**config.mk**
```make
export PLATFORM = sky130hd
export DESIGN_NAME = minrv32_mem_arbiter
export DESIGN_NICKNAME = d
export VERILOG_FILES = /design/src/rtl/minrv32_pkg.sv /design/src/rtl/minrv32_mem_arbiter.sv
export SDC_FILE = /design/constraint.sdc
export NUM_CORES = 1
export LEC_CHECK = 0
export CAP_MARGIN = 20
export CORE_ASPECT_RATIO = 1.5
export CORE_MARGIN = 5
export CORE_UTILIZATION = 37
export CTS_CLUSTER_SIZE = 8
export DETAILED_ROUTE_END_ITERATION = 7
export GPL_ROUTABILITY_DRIVEN = 0
export PLACE_DENSITY = 0.86
export RECOVER_POWER = 100
export SYNTH_ARGS = -nofsm -noshare
export SYNTH_HDL_FRONTEND = slang
export SYNTH_SLANG_ARGS = --single-unit
```
**constraint.sdc**
```tcl
create_clock -name clock -period 1.75 [get_ports clock]
set_input_delay 0.175 -clock clock [delete_from_list [all_inputs] [get_ports clock]]
set_output_delay 0.175 -clock clock [all_outputs]
set_load 0.02 [all_outputs]
```
**src/rtl/minrv32_pkg.sv**
```systemverilog
// Shared types and constants for the minrv32 memory arbiter.
//   state_e : arbiter FSM states (IDLE, ACCESS, RESP)
//   grant_e : which requester owns the memory port (GNT_I fetch, GNT_D data)
//   TimeoutDefault : default limit on ACCESS cycles waiting for mem_ready
package minrv32_pkg;

  typedef enum logic [1:0] {
    IDLE   = 2'd0,
    ACCESS = 2'd1,
    RESP   = 2'd2
  } state_e;

  typedef enum logic {
    GNT_I = 1'b0,
    GNT_D = 1'b1
  } grant_e;

  localparam int unsigned TimeoutDefault = 15;

  // Round-robin pick: a lone requester wins; on a tie the one not served last wins.
  function automatic grant_e pick_grant(logic i_req, logic d_req, grant_e last);
    if (i_req && d_req) begin
      return (last == GNT_I) ? GNT_D : GNT_I;
    end else if (i_req) begin
      return GNT_I;
    end else begin
      return GNT_D;
    end
  endfunction

endpackage

```
**src/rtl/minrv32_mem_arbiter.sv**
```systemverilog
// Two-requester arbiter sharing one memory port between instruction fetch and data.
// Each transaction is IDLE (grant + latch) -> ACCESS (until mem_ready or timeout) -> RESP.
// Ports:
//   clock, resetn                  : clock (rising edge), async active-low reset
//   i_valid, i_addr                : fetch request (read only)
//   i_ready, i_err, i_rdata        : fetch response, ready pulses one cycle
//   d_valid, d_addr, d_wdata, d_wstrb : data request (wstrb == 0 is a read)
//   d_ready, d_err, d_rdata        : data response, ready pulses one cycle
//   mem_valid, mem_instr, mem_addr, mem_wdata, mem_wstrb : shared memory request
//   mem_ready, mem_rdata           : memory response
//   trap                           : sticky timeout flag, cleared only by reset
module minrv32_mem_arbiter
  import minrv32_pkg::*;
#(
  parameter int unsigned TIMEOUT        = TimeoutDefault,
  parameter logic [31:0] PROGADDR_RESET = 32'h0001_0000
) (
  input  logic        clock,
  input  logic        resetn,
  input  logic        i_valid,
  input  logic [31:0] i_addr,
  output logic        i_ready,
  output logic        i_err,
  output logic [31:0] i_rdata,
  input  logic        d_valid,
  input  logic [31:0] d_addr,
  input  logic [31:0] d_wdata,
  input  logic [3:0]  d_wstrb,
  output logic        d_ready,
  output logic        d_err,
  output logic [31:0] d_rdata,
  output logic        mem_valid,
  output logic        mem_instr,
  output logic [31:0] mem_addr,
  output logic [31:0] mem_wdata,
  output logic [3:0]  mem_wstrb,
  input  logic        mem_ready,
  input  logic [31:0] mem_rdata,
  output logic        trap
);

  localparam int unsigned CntW = $clog2(TIMEOUT + 1);
  // Count value on the last ACCESS cycle allowed before a timeout.
  localparam logic [CntW-1:0] CntLast = CntW'(TIMEOUT - 1);

  state_e      state_q, state_d;
  grant_e      grant_q, grant_d;
  grant_e      last_grant_q, last_grant_d;
  logic [31:0] addr_q, addr_d;
  logic [31:0] wdata_q, wdata_d;
  logic [3:0]  wstrb_q, wstrb_d;
  logic [CntW-1:0] cnt_q, cnt_d;
  logic        trap_q, trap_d;
  logic [31:0] i_rdata_q, i_rdata_d;
  logic [31:0] d_rdata_q, d_rdata_d;
  logic        i_err_q, i_err_d;
  logic        d_err_q, d_err_d;
  grant_e      pick;

  assign pick = pick_grant(i_valid, d_valid, last_grant_q);

  always_comb begin
    state_d      = state_q;
    grant_d      = grant_q;
    last_grant_d = last_grant_q;
    addr_d       = addr_q;
    wdata_d      = wdata_q;
    wstrb_d      = wstrb_q;
    cnt_d        = cnt_q;
    trap_d       = trap_q;
    i_rdata_d    = i_rdata_q;
    d_rdata_d    = d_rdata_q;
    i_err_d      = i_err_q;
    d_err_d      = d_err_q;

    unique case (state_q)
      IDLE: begin
        if (i_valid || d_valid) begin
          grant_d      = pick;
          last_grant_d = pick;
          cnt_d        = '0;
          state_d      = ACCESS;
          if (pick == GNT_I) begin
            // Fetches never write.
            addr_d  = i_addr;
            wdata_d = '0;
            wstrb_d = '0;
          end else begin
            addr_d  = d_addr;
            wdata_d = d_wdata;
            wstrb_d = d_wstrb;
          end
        end
      end
      ACCESS: begin
        // mem_ready takes priority over a timeout landing on the same cycle.
        if (mem_ready) begin
          state_d = RESP;
          if (grant_q == GNT_I) begin
            i_rdata_d = mem_rdata;
            i_err_d   = 1'b0;
          end else begin
            d_rdata_d = mem_rdata;
            d_err_d   = 1'b0;
          end
        end else if (cnt_q == CntLast) begin
          state_d = RESP;
          trap_d  = 1'b1;
          if (grant_q == GNT_I) begin
            i_rdata_d = '0;
            i_err_d   = 1'b1;
          end else begin
            d_rdata_d = '0;
            d_err_d   = 1'b1;
          end
        end else begin
          cnt_d = cnt_q + 1'b1;
        end
      end
      RESP: begin
        state_d = IDLE;
      end
      default: begin
        state_d = IDLE;
      end
    endcase
  end

  always_ff @(posedge clock or negedge resetn) begin
    if (!resetn) begin
      state_q      <= IDLE;
      grant_q      <= GNT_I;
      last_grant_q <= GNT_D;
      addr_q       <= PROGADDR_RESET;
      wdata_q      <= '0;
      wstrb_q      <= '0;
      cnt_q        <= '0;
      trap_q       <= 1'b0;
      i_rdata_q    <= '0;
      d_rdata_q    <= '0;
      i_err_q      <= 1'b0;
      d_err_q      <= 1'b0;
    end else begin
      state_q      <= state_d;
      grant_q      <= grant_d;
      last_grant_q <= last_grant_d;
      addr_q       <= addr_d;
      wdata_q      <= wdata_d;
      wstrb_q      <= wstrb_d;
      cnt_q        <= cnt_d;
      trap_q       <= trap_d;
      i_rdata_q    <= i_rdata_d;
      d_rdata_q    <= d_rdata_d;
      i_err_q      <= i_err_d;
      d_err_q      <= d_err_d;
    end
  end

  // Outputs decode straight from the state register so reset drops them immediately.
  assign mem_valid = (state_q == ACCESS);
  assign mem_instr = mem_valid && (grant_q == GNT_I);
  assign mem_addr  = addr_q;
  assign mem_wdata = wdata_q;
  assign mem_wstrb = wstrb_q;
  assign i_ready   = (state_q == RESP) && (grant_q == GNT_I);
  assign d_ready   = (state_q == RESP) && (grant_q == GNT_D);
  assign i_rdata   = i_rdata_q;
  assign d_rdata   = d_rdata_q;
  assign i_err     = i_err_q;
  assign d_err     = d_err_q;
  assign trap      = trap_q;

endmodule

```
==> results.yml <==
setup_path:
  timing.critical_path.arrival_ns: 1.54
  ff2ff_setup_slack_ns: 0.13
  crit-reg2reg-launch: "cnt_q[0]"
  crit_path_start: "mem_addr[16]"
  crit_fanout: 2
  criticalPathCategory: "flip-flop to output pin"
  timing.critical_path.max_delay_family: "buffers and inverters"
  timing.critical_path.from_type: "flip-flop"
  worstPathBufferInverterCount: 1
  cp.required_ns: 1.57
  slowest_delay_ns: 0.60
  end_kind: "output pin"
  timing.critical_path.slowest_stage_cell: "sky130_fd_sc_hd__clkdlybuf4s50_1"
  cp_cell_sequence: "clkdlybuf4s50_1"
synthesis:
  yosysWarningCount: 0
  synth_top_flop_cell: "sky130_fd_sc_hd__dfrtp_1"
  synth.most_common_cell: "sky130_fd_sc_hd__dfrtp_1"
  synthesis.instances: 433
  postSynthAreaPerCell_um2: 13.24
  synth_edf_count: 0
  synth-adder-area-share_pct: 0.4365
  yosysSeqAreaShare_pct: 62.46
  post-synth-top-area-cell: "sky130_fd_sc_hd__dfrtp_1"
  async_reset_ff_share_pct: 100.0
  post_synth_and_or_nand_nor_area_fraction_pct: 2.837
  synthMuxAreaShare_pct: 0.5456
  yosys_register_bits: 143
  yosys.area_share.xor_xnor_pct: 0
  yosys.cell_types.count: 37
  synth_compound_gate_area_share_pct: 29.64
  post_synth_main_area_contributors: "sky130_fd_sc_hd__dfrtp_1 (62%), sky130_fd_sc_hd__a22o_1 (15%), sky130_fd_sc_hd__a2bb2oi_1 (4.9%), sky130_fd_sc_hd__a311oi_1 (4.9%), sky130_fd_sc_hd__o21ai_0 (3.0%)"
  postSynthNetCount: 572
  yosys-top-cells-count: "sky130_fd_sc_hd__dfrtp_1 (141), sky130_fd_sc_hd__a22o_1 (100), sky130_fd_sc_hd__o21ai_0 (34)"
  netlist_area_before_placement_um2: 5733
  synth_top_family_by_area: "compound AO/OA/AOI/OAI gates"
  synth_largest_type_area_fraction_pct: 61.55
flow_run:
  max_cap_viol_count: 0
finish:
  area_delta_synth_final_pct: 65.19
  final_core_utilization_pct: 62.55
  antenna_cells: 0
  drive_gt1_share_pct: 10.12
  final-instance-count-excl-fill: 920
  post_layout_net_count: 848
pwr:
  powerDensity_nw_per_um2: 1892
  p_leak_nw: 4.229
  peakVddDrop_uv: 906.8
cts:
  clkLatencyLatePin_ns: 0.40
  cts_tree: "yes"
  postCtsSetupBuffers: 0
  clkSlewWorstSetupHoldPaths_ns: 0.06
  cts.path.max_buffers: 2
  cts_buffers: 17
  cts_sinks: 143
  cts_max_level: 4
  ctsRootBufferMaster: "sky130_fd_sc_hd__clkbuf_16"
detailed_routing:
  drt-wirelength-per-cell_um: 20.30
  route.final.wire_length_um: 18680
  first_iter_violations: 335
  dr.pass1.iters: 5
  post-route-drc-count: 0
  vias: 5089
  dr_vias_cell: 5.532
  highest-signal-layer: "met4"
  detail_route.wirelength.met1_um: 7377
  met3WireLength_um: 1259
  routed_met2_length_um: 9571
  drt.antenna.violating_nets: 0
global_routing:
  vias_in_the_first_global_route: 5538
  antenna_found_initial: 0
  grt_first_pass_wirelength_um: 30210
  global_route.overflow_total: 0
  global_route_total_usage_across_every_layer_pct: 20.57
  grt_start_max_net_pins: 44
floorplan:
  die_area_um2: 18140
  initial_core_util_pct: 37.87
  die_width_um: 111.6
  core_area_um2: 15140
  rows: 55
  die_height_um: 162.5
  io_pins: 276
outcome:
  status: "finished, final reports clean"
placement:
  io_buffers: 275
  placed_cells: 888
  detailed_place_hpwl_um: 13730
sta:
  finalMaxSlewViolations: 0
  tightestPinTransition_ns: 1.104
  slew_headroom_pct: 26.38
  finalSetupViolations: 0
  rsz0062_at_grt: "no"
  layout_worst_path_cycle_share_pct: 97.99
  holdWs_ns: 0.3162
  fmax_mhz: 583.2
  timing_hold_violations_final: 0
  post-route-min-period_ns: 1.715
  clock_skew_ns: 0.01158
  totalNegativeSetupSlack_ns: 0
min_path:
  worstHoldStart: "d_addr[16]"
  worstHoldPathType: "input port to flip-flop"
power by group:
| part | switching (mW) | internal, mW | leakage (nW) |
|---|---|---|---|
| Combinational | 4.28 | 3.99 | 2.16 |
| Sequential | 0.930 | 4.85 | 1.77 |
| Clock | 1.45 | 2.42 | 0.307 |
routing by layer:
metal  GRT usage, %  up-vias
li1               -     2273
met1          25.04     2518
met2          35.21      269
met3          5.539       29
met4          7.139        0
met5              0        -
layout by cell type (no fill, tap or decap), types with 10 or more instances in the layout:
cell type	n
sky130_fd_sc_hd__dfrtp_1	140
sky130_fd_sc_hd__a311oi_1	32
sky130_fd_sc_hd__clkdlybuf4s50_1	136
sky130_fd_sc_hd__buf_12	10
sky130_fd_sc_hd__clkbuf_16	17
sky130_fd_sc_hd__a22o_1	100
sky130_fd_sc_hd__a2bb2oi_1	32
sky130_fd_sc_hd__buf_4	10
sky130_fd_sc_hd__o21ai_0	34
sky130_fd_sc_hd__dlygate4sd3_1	135
cells by family after synthesis:
logic type / count (synthesis)
DFF: 143
adders and majority gates: 2
AOI/OAI and AO/OA: 211
muxes: 3
buffers and inverters: 48
and+or+nand+nor: 26
worst paths after layout:
check | depth (start not counted) | to
worst min register to register | 1 | trap
worst min-delay path | 3 | mem_addr[16]
worst max-delay path | 1 | mem_addr[16]
worst max register to register | 6 | i_rdata[9]
max in group asynchronous | 3 | mem_wdata[9]
min in group asynchronous | 2 | i_rdata[31]
per-stage QoR:
step / area (µm²) / setup WS, ns / total power, mW
2_1_floorplan: 5733 / 0.08602 / 10.22
3_3_place_gp: 8885 / -0.1208 / 14.50
3_5_place_dp: 8885 / -0.2920 / 14.78
4_1_cts: 9524 / 0.004012 / 18.75
5_1_grt: 9470 / 0.005390 / 18.83
6_report: 9470 / 0.03523 / 17.91
final cells by class:
cell class	instances	area, µm²
well taps	199	249.0
multi-input cells	242	1938
inverters	2	7.507
clock inverters	14	205.2
fillers	1200	5669
flip-flops and latches	143	3582
clock buffers	17	425.4
repair buffers	303	3063
state kept, by name (all words and copies together), names as in the netlist:
name	count
cnt_q	4
d_err	1
d_rdata	32
grant_q	1
i_err	1
i_rdata	32
last_grant_q	1
mem_addr	32
mem_wdata	32
mem_wstrb	4
state_q	2
trap	1
what timing repair did:
action / 4_1_cts / 5_1_grt
resized for setup: 8 / 8
setup endpoints to repair: 4 / 59
hold buffers: 1 / 0
endpoints found under the hold margin: 38 / 0
Power figures use the tool's default switching activity.
